$ cat config.mk
export PLATFORM = sky130hd
export DESIGN_NAME = vga_timing_generator_flat
export DESIGN_NICKNAME = d
export VERILOG_FILES = /design/src/rtl/vga_timing_generator_if.sv /design/src/rtl/vga_timing_generator.sv /design/src/flat_wrapper.sv
export SDC_FILE = /design/constraint.sdc
export NUM_CORES = 1
export LEC_CHECK = 0
export ABC_AREA = 1
export BUFFER_PORTS_ARGS = -buffer_cell sky130_fd_sc_hd__buf_2
export CAP_MARGIN = 15
export CORE_MARGIN = 2
export CORE_UTILIZATION = 40
export CTS_BUF_LIST = sky130_fd_sc_hd__clkbuf_8
export DETAILED_ROUTE_END_ITERATION = 12
export MAX_ROUTING_LAYER = met4
export PLACE_DENSITY = 0.58
export SLEW_MARGIN = 40
export SYNTH_ARGS = -nofsm -noshare
export SYNTH_HDL_FRONTEND = slang
export SYNTH_SLANG_ARGS = --single-unit
$ cat constraint.sdc
create_clock -name Clock -period 1.6 [get_ports Clock]
set_clock_uncertainty 0.2 [all_clocks]
set_input_delay 0.08 -clock Clock [delete_from_list [all_inputs] [get_ports Clock]]
set_output_delay 0.08 -clock Clock [all_outputs]
set_load 0.02 [all_outputs]
$ cat src/rtl/vga_timing_generator_if.sv
// Pixel-side bundle of the VGA timing generator: the pixel tick and colour
// going in, raster position, sync, blanking and frame/line markers coming out.
interface vga_timing_generator_if #(
  parameter int CNT_W = 10,
  parameter int RGB_W = 3
);

  logic             iEnable;
  logic [RGB_W-1:0] iRGB;
  logic [CNT_W-1:0] oHcounter;
  logic [CNT_W-1:0] oVcounter;
  logic             oHsync;
  logic             oVsync;
  logic             oActive;
  logic [RGB_W-1:0] oVGA_RGB;
  logic             oLineEnd;
  logic             oFrameStart;

  // Pixel source / display side: drives the tick and colour, consumes timing.
  modport master (
    output iEnable,
    output iRGB,
    input  oHcounter,
    input  oVcounter,
    input  oHsync,
    input  oVsync,
    input  oActive,
    input  oVGA_RGB,
    input  oLineEnd,
    input  oFrameStart
  );

  // Timing generator side.
  modport slave (
    input  iEnable,
    input  iRGB,
    output oHcounter,
    output oVcounter,
    output oHsync,
    output oVsync,
    output oActive,
    output oVGA_RGB,
    output oLineEnd,
    output oFrameStart
  );

endinterface

$ cat src/rtl/vga_timing_generator.sv
// VGA raster timing generator.
// Two free-running counters walk the raster one pixel per enabled tick.
// Sync, visible-region flag, blanked colour and the line/frame markers are
// all registered from the pre-edge counter values, so they trail the
// counters by exactly one enabled tick and iRGB never reaches an output
// without passing through a flop.
module vga_timing_generator #(
  parameter int H_ACTIVE = 640,
  parameter int H_FP     = 16,
  parameter int H_SYNC   = 96,
  parameter int H_BP     = 48,
  parameter int V_ACTIVE = 480,
  parameter int V_FP     = 10,
  parameter int V_SYNC   = 2,
  parameter int V_BP     = 33,
  parameter bit HS_POL   = 1'b0,
  parameter bit VS_POL   = 1'b0,
  parameter int CNT_W    = 10,
  parameter int RGB_W    = 3
) (
  input logic                   Clock,
  input logic                   Reset,
  vga_timing_generator_if.slave vga
);

  localparam int H_TOTAL = H_ACTIVE + H_FP + H_SYNC + H_BP;
  localparam int V_TOTAL = V_ACTIVE + V_FP + V_SYNC + V_BP;

  // Sync windows as inclusive [start, stop] pixel/line positions. A zero
  // sync width gives stop < start, i.e. an empty window.
  localparam int HS_START = H_ACTIVE + H_FP;
  localparam int HS_STOP  = H_ACTIVE + H_FP + H_SYNC - 1;
  localparam int VS_START = V_ACTIVE + V_FP;
  localparam int VS_STOP  = V_ACTIVE + V_FP + V_SYNC - 1;

  localparam logic [CNT_W-1:0] H_LAST = CNT_W'(H_TOTAL - 1);
  localparam logic [CNT_W-1:0] V_LAST = CNT_W'(V_TOTAL - 1);
  localparam logic [CNT_W-1:0] ONE    = CNT_W'(1);

  // A raster that cannot be addressed by the counters is a configuration
  // error, not something to silently wrap.
  generate
    if ((CNT_W < 1) || (CNT_W > 30)) begin : g_bad_cnt_w
      $error("vga_timing_generator: CNT_W=%0d outside 1..30", CNT_W);
    end
    if ((H_TOTAL < 1) || (longint'(H_TOTAL) > (longint'(1) << CNT_W))) begin : g_bad_h_total
      $error("vga_timing_generator: H_TOTAL=%0d does not fit CNT_W=%0d", H_TOTAL, CNT_W);
    end
    if ((V_TOTAL < 1) || (longint'(V_TOTAL) > (longint'(1) << CNT_W))) begin : g_bad_v_total
      $error("vga_timing_generator: V_TOTAL=%0d does not fit CNT_W=%0d", V_TOTAL, CNT_W);
    end
    if (RGB_W < 1) begin : g_bad_rgb_w
      $error("vga_timing_generator: RGB_W=%0d must be at least 1", RGB_W);
    end
  endgenerate

  // Unsigned position test against an inclusive window; the counter is
  // zero-extended so the comparison is purely unsigned.
  function automatic logic in_window(input logic [CNT_W-1:0] pos,
                                     input int lo, input int hi);
    int p;
    p = int'(pos);
    return (p >= lo) && (p <= hi);
  endfunction

  // Unsigned "below limit" test used for the visible region.
  function automatic logic below(input logic [CNT_W-1:0] pos, input int lim);
    return int'(pos) < lim;
  endfunction

  // Sync level for a given window hit at the configured polarity.
  function automatic logic sync_level(input logic hit, input logic pol);
    return hit ? pol : ~pol;
  endfunction

  // Colour gate: blank outside the visible region.
  function automatic logic [RGB_W-1:0] blank_rgb(input logic vis,
                                                 input logic [RGB_W-1:0] rgb);
    return vis ? rgb : '0;
  endfunction

  logic             en;
  logic [RGB_W-1:0] rgb_in;

  assign en     = vga.iEnable;
  assign rgb_in = vga.iRGB;

  logic [CNT_W-1:0] h_cnt;
  logic [CNT_W-1:0] v_cnt;
  logic [CNT_W-1:0] h_next;
  logic [CNT_W-1:0] v_next;
  logic             h_wrap;
  logic             v_wrap;
  logic             at_origin;

  // Decode of the pre-edge raster position feeding the output stage.
  logic             hs_hit;
  logic             vs_hit;
  logic             vis;

  // ---- stage p0: raster position decode ----
  assign h_wrap    = (h_cnt == H_LAST);
  assign v_wrap    = (v_cnt == V_LAST);
  assign at_origin = (h_cnt == '0) && (v_cnt == '0);
  assign hs_hit    = in_window(h_cnt, HS_START, HS_STOP);
  assign vs_hit    = in_window(v_cnt, VS_START, VS_STOP);
  assign vis       = below(h_cnt, H_ACTIVE) && below(v_cnt, V_ACTIVE);

  // Next raster position: pixel wraps at end of line, line advances only on
  // the last pixel and wraps at end of frame on that same tick.
  always_comb begin
    h_next = h_cnt;
    v_next = v_cnt;
    if (h_wrap) begin
      h_next = '0;
      v_next = v_wrap ? '0 : (v_cnt + ONE);
    end else begin
      h_next = h_cnt + ONE;
    end
  end

  // Raster counters advance once per enabled tick.
  always_ff @(posedge Clock or negedge Reset) begin
    if (!Reset) begin
      h_cnt <= '0;
      v_cnt <= '0;
    end else if (en) begin
      h_cnt <= h_next;
      v_cnt <= v_next;
    end
  end

  // ---- stage p1: registered timing outputs ----
  logic             hsync_p1;
  logic             vsync_p1;
  logic             active_p1;
  logic [RGB_W-1:0] rgb_p1;
  logic             line_end_p1;
  logic             frame_start_p1;

  // Sync, visible flag and blanked colour are loaded on enabled ticks and
  // hold otherwise, so they stay aligned with the counters they trail.
  always_ff @(posedge Clock or negedge Reset) begin
    if (!Reset) begin
      hsync_p1  <= ~HS_POL;
      vsync_p1  <= ~VS_POL;
      active_p1 <= 1'b0;
      rgb_p1    <= '0;
    end else if (en) begin
      hsync_p1  <= sync_level(hs_hit, HS_POL);
      vsync_p1  <= sync_level(vs_hit, VS_POL);
      active_p1 <= vis;
      rgb_p1    <= blank_rgb(vis, rgb_in);
    end
  end

  // Line/frame markers are single-Clock pulses: they clear on any cycle that
  // is not an enabled tick at the marked position, so gaps in iEnable never
  // stretch them.
  always_ff @(posedge Clock or negedge Reset) begin
    if (!Reset) begin
      line_end_p1    <= 1'b0;
      frame_start_p1 <= 1'b0;
    end else begin
      line_end_p1    <= en && h_wrap;
      frame_start_p1 <= en && at_origin;
    end
  end

  assign vga.oHcounter   = h_cnt;
  assign vga.oVcounter   = v_cnt;
  assign vga.oHsync      = hsync_p1;
  assign vga.oVsync      = vsync_p1;
  assign vga.oActive     = active_p1;
  assign vga.oVGA_RGB    = rgb_p1;
  assign vga.oLineEnd    = line_end_p1;
  assign vga.oFrameStart = frame_start_p1;

endmodule

$ cat src/flat_wrapper.sv
// flat-port wrapper written by rule: the top's interface ports become plain ports
module vga_timing_generator_flat 
#(
  parameter int H_ACTIVE = 640,
  parameter int H_FP     = 16,
  parameter int H_SYNC   = 96,
  parameter int H_BP     = 48,
  parameter int V_ACTIVE = 480,
  parameter int V_FP     = 10,
  parameter int V_SYNC   = 2,
  parameter int V_BP     = 33,
  parameter bit HS_POL   = 1'b0,
  parameter bit VS_POL   = 1'b0,
  parameter int CNT_W    = 10,
  parameter int RGB_W    = 3
)
  (Clock, Reset, vga_iEnable, vga_iRGB, vga_oHcounter, vga_oVcounter, vga_oHsync, vga_oVsync, vga_oActive, vga_oVGA_RGB, vga_oLineEnd, vga_oFrameStart);
  vga_timing_generator_if #(.CNT_W(CNT_W), .RGB_W(RGB_W)) vga_i ();
  input logic Clock;
  input logic Reset;
  input wire logic [$bits(vga_i.iEnable)-1:0] vga_iEnable;
  input wire logic [$bits(vga_i.iRGB)-1:0] vga_iRGB;
  output wire logic [$bits(vga_i.oHcounter)-1:0] vga_oHcounter;
  output wire logic [$bits(vga_i.oVcounter)-1:0] vga_oVcounter;
  output wire logic [$bits(vga_i.oHsync)-1:0] vga_oHsync;
  output wire logic [$bits(vga_i.oVsync)-1:0] vga_oVsync;
  output wire logic [$bits(vga_i.oActive)-1:0] vga_oActive;
  output wire logic [$bits(vga_i.oVGA_RGB)-1:0] vga_oVGA_RGB;
  output wire logic [$bits(vga_i.oLineEnd)-1:0] vga_oLineEnd;
  output wire logic [$bits(vga_i.oFrameStart)-1:0] vga_oFrameStart;
  assign vga_i.iEnable = vga_iEnable;
  assign vga_i.iRGB = vga_iRGB;
  assign vga_oHcounter = vga_i.oHcounter;
  assign vga_oVcounter = vga_i.oVcounter;
  assign vga_oHsync = vga_i.oHsync;
  assign vga_oVsync = vga_i.oVsync;
  assign vga_oActive = vga_i.oActive;
  assign vga_oVGA_RGB = vga_i.oVGA_RGB;
  assign vga_oLineEnd = vga_i.oLineEnd;
  assign vga_oFrameStart = vga_i.oFrameStart;
  vga_timing_generator #(.H_ACTIVE(H_ACTIVE), .H_FP(H_FP), .H_SYNC(H_SYNC), .H_BP(H_BP), .V_ACTIVE(V_ACTIVE), .V_FP(V_FP), .V_SYNC(V_SYNC), .V_BP(V_BP), .HS_POL(HS_POL), .VS_POL(VS_POL), .CNT_W(CNT_W), .RGB_W(RGB_W)) u_core (.Clock(Clock), .Reset(Reset), .vga(vga_i));
endmodule
==> results of run 1 <==
layout by cell type, fill, tap and decap left out, types with 3 or more instances in the layout:
cell type       n
dfrtp_1        21
nand3_1        16
inv_1          21
dlygate4sd3_1   5
nand2_2         3
dfrtp_2         5
nand4_1         6
buf_4          26
o21ai_1         4
xor2_1          3
a21oi_1         3
inv_2           4
clkbuf_8        3
nand2_1        51
nor3_1          9
nor2_1         18
o21ai_0         9
nor3_2          4
buf_2          33
cells in the mapped netlist, types with 3 or more instances:
master,number,area [sq um]
nand2_1,53,199
nor3_1,14,70.1
nor2_1,19,71.3
dfrtp_1,26,651
inv_1,24,90.1
nand2_2,3,18.8
ha_1,4,50.1
a21oi_1,3,15.0
o21ai_0,13,65.1
xor2_1,3,26.3
nand4_1,6,37.5
nand3_1,17,85.1
layout make-up:
cell class / instances / area [sq um]
fill: 353 / 1490
multi-input combinational: 145 / 832
sequential: 28 / 709
timing repair buffer: 66 / 433
inverter: 26 / 97.6
tap: 48 / 60.1
clock buffer: 3 / 41.3
clock inverter: 1 / 30.0
state kept, by name (all words and copies together), names as in the netlist:
| name | flops |
|---|---|
| u_core.vga.oVGA_RGB | 3 |
| u_core.vga.oVsync | 1 |
| u_core.vga.oActive | 1 |
| u_core.vga.oHcounter | 10 |
| u_core.vga.oHsync | 1 |
| u_core.vga.oFrameStart | 1 |
| u_core.vga.oVcounter | 10 |
| u_core.vga.oLineEnd | 1 |
timing repair:
| item | CTS | global route |
|---|---|---|
| gates cloned | 1 | 0 |
| hold buffers | 5 | 0 |
| gates resized for setup | 5 | 26 |
| setup buffers | 0 | 6 |
| endpoints found under the setup margin | 6 | 15 |
| pin swaps | 1 | 8 |
| hold endpoints to repair | 30 | 0 |
layer usage:
metal / global-route usage, % / wire length [um]
met5: - / 0
met4: 7.14 / 39
met3: 3.92 / 123
met2: 31.8 / 2000
met1: 28.3 / 2050
power groups by stage:
stage          clock (mW)  sequential (mW)  combinational, mW
2_1_floorplan           0            0.950              0.166
3_3_place_gp            0            0.846              0.504
3_5_place_dp            0            0.848              0.502
4_1_cts             0.573            0.841              0.529
5_1_grt             0.605            0.861              0.617
6_report            0.554            0.851              0.569
worst min path at each step:
stage / start / end / slack, ns / depth (start not counted)
4_1_cts: Reset / u_core.vga.oVcounter[3] / 0.17 / 2
3_3_place_gp: Reset / u_core.vga.oVcounter[5] / -0.06 / 1
3_5_place_dp: Reset / u_core.vga.oVcounter[6] / -0.06 / 1
5_1_grt: Reset / u_core.vga.oVcounter[3] / 0.21 / 2
6_report: Reset / u_core.vga.oVcounter[3] / 0.15 / 2
2_1_floorplan: Reset / u_core.vga.oActive / -0.42 / 0
logic make-up after synthesis:
group	after synthesis	synth area share (%)
buffers and inverters	28	7.52
adder cells (fa/ha/maj)	4	3.24
flip-flops	28	45.5
XOR/XNOR	5	2.83
AO/OA/AOI/OAI	17	5.74
AND/OR/NAND/NOR	118	35.2
stage by stage:
step / power [mW] / util (%) / area (sq um) / instances
floorplan: 1.12 / - / 1550 / 200
global placement: 1.35 / 52.1 / 1920 / 301
detailed placement: 1.35 / 52.1 / 1920 / 301
CTS: 1.94 / 56.3 / 2080 / 311
global route: 2.08 / 59.7 / 2200 / 317
finish: 1.97 / 59.7 / 2200 / 317
==> results.md, run 1 <==
- Status: complete, no violations
- Final Worst Setup Slack: a little under 0.05 ns
- Top Ports: 34
- Reg clk slew, reported paths: approximately 0.1 ns
- Share of flip-flops with an asynchronous set or reset: between 90% and 100%
- Pre-CTS WS: approximately 0.0004 ns
- Sequential area share after synthesis: 45.5%
- Detailed Place HPWL: ~3.0 mm
- Crit. path cell count: 7
- Synth Warn #: 0
- Setup crit end: u_core.vga.oVcounter[5]
- Hold Slack: ~0.15 ns
- Global-route wire length before repair: 6.68 mm
- Reg power frac: 43.1%
- Syn nets: 210
- DR vias/cell: between 4 and 5
- CTS Buf Count: 3
- Residual DRC count: 0
- Final worst path period share: between 90% and 100%
- Ant diodes: 0
- Global-route usage over all layers: about a fifth
- Switching Share: a little under a third
- H-tree levels: 1
- Final WL: roughly 4.2 mm
- Clk sinks: 28
- Syn Std Cell Area: 0.00155 sq mm
- GRT Residual Overflow: 0
- Via count: about 1.6k
- Largest delay share family, worst path: simple AND/OR/NAND/NOR gates
- DR WL/cell: between 10 and 15 um
- Worst-Margin Slew: around 0.64 ns
- Slew Viols, Final: 0
- EDFF count, synth: 0
- Internal reg-to-reg setup slack: slightly below 0.05 ns
- CP bufs+invs: 0
- Die Height: 66.2 um
- Clk buf depth: 2
- Max Fclk: between 0.6 and 0.7 GHz
- PD cells: 896 mW/mm^2
- Setup_tns: 0 ns
- Worst-path cell chain: ha_4, nand2_4, nor2_4, nand2_4, nor2_8, nand2_1, xor2_1
- FF-to-FF End: u_core.vga.oVcounter[5]
- Static Leakage: 1.15 nW
- Hold crit path type: primary input to asynchronous set/reset pin
- Clk_lat worst skew: about 0.28 ns
- Cell mode on critical path: nand2_4
- CP Launch Type: flop
- Worst Path Arrival: about 1.5 ns
- Number of global-route vias before repair: between 1k and 1.5k
- Synthesized flop and latch total: 28
- CP required: approximately 1.6 ns
- Clock root buffer: clkbuf_8
- Min Tclk post-route: roughly 1.6 ns
- 1st-iter DRT viols: slightly below 80
- # port buffers: 33
- Top FF cell, synth: dfrtp_1
- Setup-failing EPs final: 0
- CTS tree: done
- Starting Density: a little over two fifths
- Psw: 629 uW
- Setup crit start: u_core.vga.oHcounter[1]
- Layout overhead on the synthesized area: 42.5%
- Share of layout cells above drive strength 1: a little over a third
- Post-synthesis cell type count: 24
- Internal Pwr Total: 1.35 mW
- Worst path max stage delay: ~0.40 ns
- Cells after Synth: 200
- Core ar.: approximately 0.0037 sq mm
- Slew headroom: a little under three fifths
- Kind of critical path: flop to flop
- Die X: ~66 um
- Critical Path Sink Type: flop
- RePlAce Congestion: 0.924
- Comb pwr share: 28.8%
- Die area: 0.00438 sq mm
- Critical Path Slowest Stage Cell: dfrtp_2
- Initial antenna violation count: 0
- Largest net degree at the start of global routing: 29
- Worst-path maximum fanout: 6
- Clock Power Share: roughly 28%
- Rows: 22
- Maxcap violations: 0
- Reg-to-Reg Start: u_core.vga.oHcounter[1]
- Final Hold Vio Count: 0
- R2R depth: 7
- Post-DRT Antenna Nets: 0
- Unrepaired setup endpoints after global routing: true
- Nets: between 200 and 300
- Worst IR Drop VDD: between 0.4 and 0.5 mV
- Mapped Avg Cell Area: 7.73 sq um
- Pre-antenna DRT Iters: 4
No activity file was read; power rests on OpenSTA's default activity.
==> run 2: changes to the inputs <==
--- a/config.mk
+++ b/config.mk
@@ -9,11 +9,11 @@
 export BUFFER_PORTS_ARGS = -buffer_cell sky130_fd_sc_hd__buf_2
 export CAP_MARGIN = 15
 export CORE_MARGIN = 2
-export CORE_UTILIZATION = 40
+export CORE_UTILIZATION = 50
 export CTS_BUF_LIST = sky130_fd_sc_hd__clkbuf_8
 export DETAILED_ROUTE_END_ITERATION = 12
 export MAX_ROUTING_LAYER = met4
-export PLACE_DENSITY = 0.58
+export PLACE_DENSITY = 0.7
 export SLEW_MARGIN = 40
 export SYNTH_ARGS = -nofsm -noshare
 export SYNTH_HDL_FRONTEND = slang
==> run 2 against run 1 <==
The flow now finishes with violations (setup timing). Clock-buffer cell count increased by 1. Die area decreased by 19%. Non-clock buffer count increased by 3. Combinational power decreased by 7.0%. Sequential power increased by 0.5%. Sequential cell count unchanged. Critical path depth increased by 1. First-iteration DRC count increased by 1.3%. Critical path type unchanged. Largest cell class unchanged. Highest routed layer unchanged.
==> results.md, run 2 (same netlist as run 1, synthesis figures left out) <==
- Final WL: 3.97 mm (-5.6%)
- Clk buf depth: 2 (unchanged)
- DR vias/cell: 5.18 (+5.1%)
- Starting Density: 51.5% (+9.6 points)
- Die X: 59.6 um (-9.9%)
- Critical Path Sink Type: flop
- Post-route core utilization: 71.5% (+12 points)
- H-tree levels: 1 (unchanged)
- Largest net degree at the start of global routing: 29 (unchanged)
- Setup crit start: u_core.vga.oHcounter[1]
- Number of global-route vias before repair: 1,407 (+0.29%)
- Die Height: 59.6 um (-9.9%)
- Worst-Margin Slew: 0.623 ns (-0.0189 ns)
- Final Hold Vio Count: 0 (unchanged)
- DR WL/cell: 13.1 um (-1.6%)
- Worst IR Drop VDD: 0.381 mV (-12%)
- Rows: 20 (-9.1%)
- Fill count: 259 (-27%)
- Clock root buffer: clkbuf_8
- Violated checks: setup timing
- Post-DRT Antenna Nets: 0 (unchanged)
- Reg clk slew, reported paths: 0.10 ns (about the same)
- Status: finished with violations
- Min Tclk post-route: 1.65 ns (+0.0966 ns)
- Global-route wire length before repair: 6.28 mm (-6.0%)
- Share of layout cells above drive strength 1: 35.1% (-1.4 points)
- PD cells: 851 mW/mm^2 (-5.1%)
- Detailed Place HPWL: 2.82 mm (-6.1%)
- Static Leakage: 1.16 nW (+1.0%)
- GRT Residual Overflow: 0 (unchanged)
- Core ar.: 0.00300 sq mm (-19%)
- Worst-path maximum fanout: 7 (+1)
- Hold crit path type: primary input to flop
- Via count: 1,574 (+0.77%)
- Top Ports: 34 (unchanged)
- 1st-iter DRT viols: 80 (+1.3%)
- Final worst path period share: 103% (+6.0 points)
- CTS Buf Count: 3 (unchanged)
- Min-Delay Startpoint: vga_iEnable
- Kind of critical path: flop to flop
- CP Launch Type: flop
- Nets: 282 (+0.71%)
- Unrepaired setup endpoints after global routing: true
- Residual DRC count: 0 (unchanged)
- Max Fclk: 0.607 GHz (-5.9%)
- Worst Path Arrival: 1.62 ns (+0.10 ns)
- Global-route usage over all layers: 24.3% (+3.3 points)
- Slew Viols, Final: 0 (unchanged)
- Clk sinks: 28 (unchanged)
- Reg-to-Reg Start: u_core.vga.oHcounter[1]
- Layout overhead on the synthesized area: 38.9%
- Most frequent cells in the layout: 50 x nand2_1, 34 x buf_2, 30 x buf_4
- RePlAce Congestion: 0.921 (-0.29%)
- Final Worst Setup Slack: -0.0485 ns (-0.0966 ns)
- CTS tree: done
- Clk_lat worst skew: 0.27 ns (about the same)
- Setup-failing EPs final: 7 (+7)
- Slew headroom: 58.5% (+1.3 points)
- Die area: 0.00355 sq mm (-19%)
- Ant diodes: 0 (unchanged)
- Initial antenna violation count: 0 (unchanged)
- PnR Total Power: 1.83 mW (-7.4%)
- Commonest non-fill, non-tap cell in the layout: nand2_1
- Pre-antenna DRT Iters: 4 (unchanged)
- CP required: 1.57 ns (about the same)
- Maxcap violations: 0 (unchanged)
- # port buffers: 33 (unchanged)
==> run 2: cell count changes in the layout (fill, tap and decap cells not counted), sizes merged <==
cell / change
nor2: -1
clkinvlp: +1
bufinv: -1
inv: -1
clkbuf: +1
dlygate4sd3: -1
buf: +4
==> run 2: metal layers <==
layer	wire, um	global-route usage, %
met1	1880	32.5
met2	1850	39.4
met3	201	3.06
met4	34	5.71
met5	0	-
==> run 2: layout make-up <==
| class | count | area [sq um] | share of cell area [%] |
|---|---|---|---|
| Tap cell | 33 | 41.3 | 1.92 |
| Clock buffer | 4 | 55.1 | 2.56 |
| Multi-Input combinational cell | 144 | 798 | 37.2 |
| Timing Repair Buffer | 69 | 447 | 20.8 |
| Inverter | 26 | 101 | 4.72 |
| Sequential cell | 28 | 706 | 32.8 |
==> run 2: final timing paths <==
| check | endpoint | slack (ns) | cells after the start |
|---|---|---|---|
| setup / recovery | u_core.vga.oVcounter[5] | -0.05 | 8 |
| hold / removal | u_core.vga.oHcounter[2] | 0.03 | 4 |
| setup reg to reg | u_core.vga.oVcounter[5] | -0.05 | 8 |
| hold reg to reg | u_core.vga.oVsync | 0.27 | 2 |
| max in group asynchronous | u_core.vga.oHcounter[0] | 0.62 | 2 |
| min in group asynchronous | u_core.vga.oVcounter[6] | 0.14 | 2 |
==> run 2: per-stage QoR <==
stage	TNS [ns]	std cells	area (sq um)	hold WS (ns)	setup WS [ns]
3_3_place_gp	-0.0160	288	1920	-0.0671	-0.0160
3_5_place_dp	-0.0568	288	1920	-0.0652	-0.0568
2_1_floorplan	0	200	1550	-0.416	0.0166
5_1_grt	-1.00	304	2150	0.0358	-0.113
4_1_cts	0	296	2030	0.00604	0.0119
6_report	-0.161	304	2150	0.0347	-0.0485
==> run 2: where the power goes <==
group	internal, mW	leakage [nW]	switching (mW)
Sequential	0.773	0.319	0.0820
Combinational	0.217	0.813	0.311
Clock	0.220	0.0288	0.224
==> run 2: timing repair <==
item,in CTS,in global routing
hold buffers,4,0
pin swaps,0,10
hold endpoints to repair,29,0
cloned,0,1
setup endpoints to repair,5,18
buffers inserted,0,7
resized for setup,3,19
==> run 2: critical path, stage by stage, from the launching register on <==
cell and delay (ns):
dfrtp_2 0.40, ha_4 0.15, nand2_4 0.05, nor2_4 0.13, nand2_4 0.08, nor2_8 0.19, buf_4 0.14, nand2_1 0.06
xor2_1 0.14
==> run 3: changes to the inputs <==
--- a/config.mk
+++ b/config.mk
@@ -9,11 +9,11 @@
 export BUFFER_PORTS_ARGS = -buffer_cell sky130_fd_sc_hd__buf_2
 export CAP_MARGIN = 15
 export CORE_MARGIN = 2
-export CORE_UTILIZATION = 50
+export CORE_UTILIZATION = 56
 export CTS_BUF_LIST = sky130_fd_sc_hd__clkbuf_8
 export DETAILED_ROUTE_END_ITERATION = 12
 export MAX_ROUTING_LAYER = met4
-export PLACE_DENSITY = 0.7
+export PLACE_DENSITY = 0.78
 export SLEW_MARGIN = 40
 export SYNTH_ARGS = -nofsm -noshare
 export SYNTH_HDL_FRONTEND = slang
==> run 3 against run 2 <==
Largest power group unchanged. Clock-buffer cell count stayed put. Sequential power hardly changed. The run ends with hold timing, setup timing left. Sequential share of layout area is 0.097 points higher. Sequential cell count stayed put. Clock power is 2% lower. Final area is 0.12% lower. Via count is 0.32% higher. Combinational power is 4.9% higher. Total power is 0.82% higher.
==> results.md, run 3 (same netlist as run 1, synthesis figures left out) <==
- Reg power frac: 46.3% (-0.5 points)
- Global-route usage over all layers: 26.3% (+2.0 points)
- Largest delay share family, worst path: buffers and inverters
- Clock Power Share: 23.6% (-0.7 points)
- Critical Path Sink Type: flop
- Final Worst Setup Slack: -0.0309 ns (+0.0176 ns)
- DR WL/cell: 13.6 um (+3.9%)
- Largest net degree at the start of global routing: 16 (-45%)
- Pre-antenna DRT Iters: 4 (unchanged)
- Worst path max stage delay: 0.52 ns (+0.12 ns)
- Residual DRC count: 0 (unchanged)
- Reg clk slew, reported paths: 0.09 ns (about the same)
- PD cells: 859 mW/mm^2 (+0.94%)
- Worst IR Drop VDD: 0.922 mV (+140%)
- # port buffers: 33 (unchanged)
- Clk sinks: 28 (unchanged)
- DR vias/cell: 5.32 (+2.7%)
- Critical Path Slowest Stage Cell: dlygate4sd3_1
- Fill count: 192 (-26%)
- Cell mode on critical path: nor2_1
- Worst-Margin Slew: 0.308 ns (-0.315 ns)
- Top Ports: 34 (unchanged)
- Initial antenna violation count: 0 (unchanged)
- Setup-failing EPs final: 1 (-6)
- Maxcap violations: 0 (unchanged)
- Layout overhead on the synthesized area: 38.8%
- Final Hold Vio Count: 8 (+8)
- CP bufs+invs: 4 (+3)
- Max Fclk: 0.613 GHz (+1.1%)
- Slew Viols, Final: 0 (unchanged)
- Die area: 0.00320 sq mm (-10%)
- Hold Slack: -0.00725 ns (-0.0420 ns)
- Rows: 19 (-5.0%)
- Final worst path period share: 102% (-1.1 points)
- Die X: 56.6 um (-5.1%)
- Worst-path maximum fanout: 7 (unchanged)
- Clock root buffer: clkbuf_8
- Area taken by flip-flops and latches: 707 sq um (+0.18%)
- Post-DRT Antenna Nets: 0 (unchanged)
- Via count: 1,579 (+0.32%)
- Starting Density: 57.6% (+6.1 points)
- Status: finished with violations
- Worst Path Arrival: 1.64 ns (+0.02 ns)
- Placed insts: 284 (-1.4%)
- Clk_lat worst skew: 0.27 ns (about the same)
- Detailed Place HPWL: 2.75 mm (-2.7%)
- Psw: 617 uW (-0.10%)
- RePlAce Congestion: 0.889 (-3.5%)
- GRT Residual Overflow: 0 (unchanged)
- CTS tree: done
- 1st-iter DRT viols: 87 (+8.8%)
- Violated checks: hold timing, setup timing
- H-tree levels: 1 (unchanged)
- Die Height: 56.6 um (-5.1%)
- Ant diodes: 0 (unchanged)
- Slew headroom: 79.3% (+21 points)
- Kind of critical path: primary input to flop
- Min Tclk post-route: 1.63 ns (-0.0176 ns)
- Core ar.: 0.00269 sq mm (-11%)
- Final WL: 4.03 mm (+1.5%)
- Most frequent cells in the layout: 51 x nand2_1, 33 x buf_2, 24 x inv_1, 24 x buf_4, 23 x dfrtp_1
- Share of layout cells above drive strength 1: 34.2% (-0.84 points)
- Commonest non-fill, non-tap cell in the layout: nand2_1
- Static Leakage: 1.13 nW (-2.7%)
- Area occupied by multi-input gates: 841 sq um (+5.3%)
- Unrepaired setup endpoints after global routing: true
- Number of global-route vias before repair: 1,452 (+3.2%)
- CP required: 1.61 ns (+0.04 ns)
- Hold crit path type: primary input to asynchronous set/reset pin
- CTS Buf Count: 3 (unchanged)
- Clk buf depth: 2 (unchanged)
- Layout Cells excl Fill: 297 (-2.3%)
- Comb pwr share: 30.1% (+1.2 points)
- Internal Pwr Total: 1.23 mW (+1.3%)
- Switching Share: 33.5% (-0.31 points)
- Setup_tns: -0.0309 ns (+0.130 ns)
- Nets: 277 (-1.8%)
- CP Launch Type: primary input
- Global-route wire length before repair: 6.45 mm (+2.7%)
- Worst-path cell chain: dlygate4sd3_1, buf_2, buf_4, clkinv_1, nor3_2, nand2_1, nor2_1, nor2_1
## run 3: cell types whose count changed in the layout (fill, tap and decap cells not counted), moves of 2 or more
cell | previous run | this run
o21ai_0 | 9 | 12
nor3_1 | 10 | 8
buf_4 | 30 | 24
nor2_4 | 1 | 3
ha_1 | 3 | 1
nand3_2 | 2 | 0
o21ai_1 | 4 | 1
## run 3: final timing paths
check                                        start                      end  slack, ns  depth (start not counted)
max reg2reg                u_core.vga.oHcounter[0]  u_core.vga.oVcounter[1]       0.04                          8
min                                          Reset  u_core.vga.oVcounter[6]     -0.007                          2
max in group asynchronous                    Reset        u_core.vga.oHsync       0.72                          3
min in group Clock               u_core.vga.oVsync        u_core.vga.oVsync       0.28                          2
max                                    vga_iEnable        u_core.vga.oHsync      -0.03                          8
min reg2reg                      u_core.vga.oVsync        u_core.vga.oVsync       0.28                          2
## run 3: per-stage QoR
| stage | total power [mW] | hold slack [ns] | util, % | cell area [sq um] | setup WS (ns) |
|---|---|---|---|---|---|
| after detailed placement | 1.34 | -0.235 | 70.7 | 1900 | -0.0625 |
| after floorplan | 1.12 | -0.416 | - | 1550 | 0.0166 |
| after CTS | 1.79 | 0.0101 | 76.0 | 2040 | 0.000120 |
| after global routing | 1.96 | 0.0228 | 79.9 | 2150 | -0.0847 |
| after global placement | 1.34 | -0.235 | 70.7 | 1900 | -0.00526 |
| final | 1.84 | -0.00725 | 79.9 | 2150 | -0.0309 |
## run 3: power by group through the flow
| stage | logic, mW | registers (mW) | clock network, mW |
|---|---|---|---|
| after detailed placement | 0.493 | 0.850 | 0 |
| after global placement | 0.488 | 0.848 | 0 |
| after floorplan | 0.166 | 0.950 | 0 |
| final | 0.555 | 0.852 | 0.436 |
| after CTS | 0.509 | 0.842 | 0.435 |
| after global routing | 0.611 | 0.862 | 0.484 |
## run 3: layout make-up
class,count,share of cell area [%]
multi-input combinational,145,39.2
sequential,28,32.9
timing repair buffer,63,19.0
inverter,26,4.55
clock buffer,4,2.57
tap,31,1.81
## run 3: repair_timing
item / CTS / global route
pin swaps: 0 / 3
setup endpoints to repair: 3 / 21
gates resized for setup: 2 / 22
hold endpoints to repair: 33 / 0
hold buffers: 5 / 0
setup buffers: 2 / 1
gates cloned: 1 / 0
## run 3: routing by layer
metal / wire (um) / track usage (%)
met1: 1760 / 37.7
met2: 1910 / 40.7
met3: 281 / 2.76
met4: 69 / 5.44
met5: 0 / -
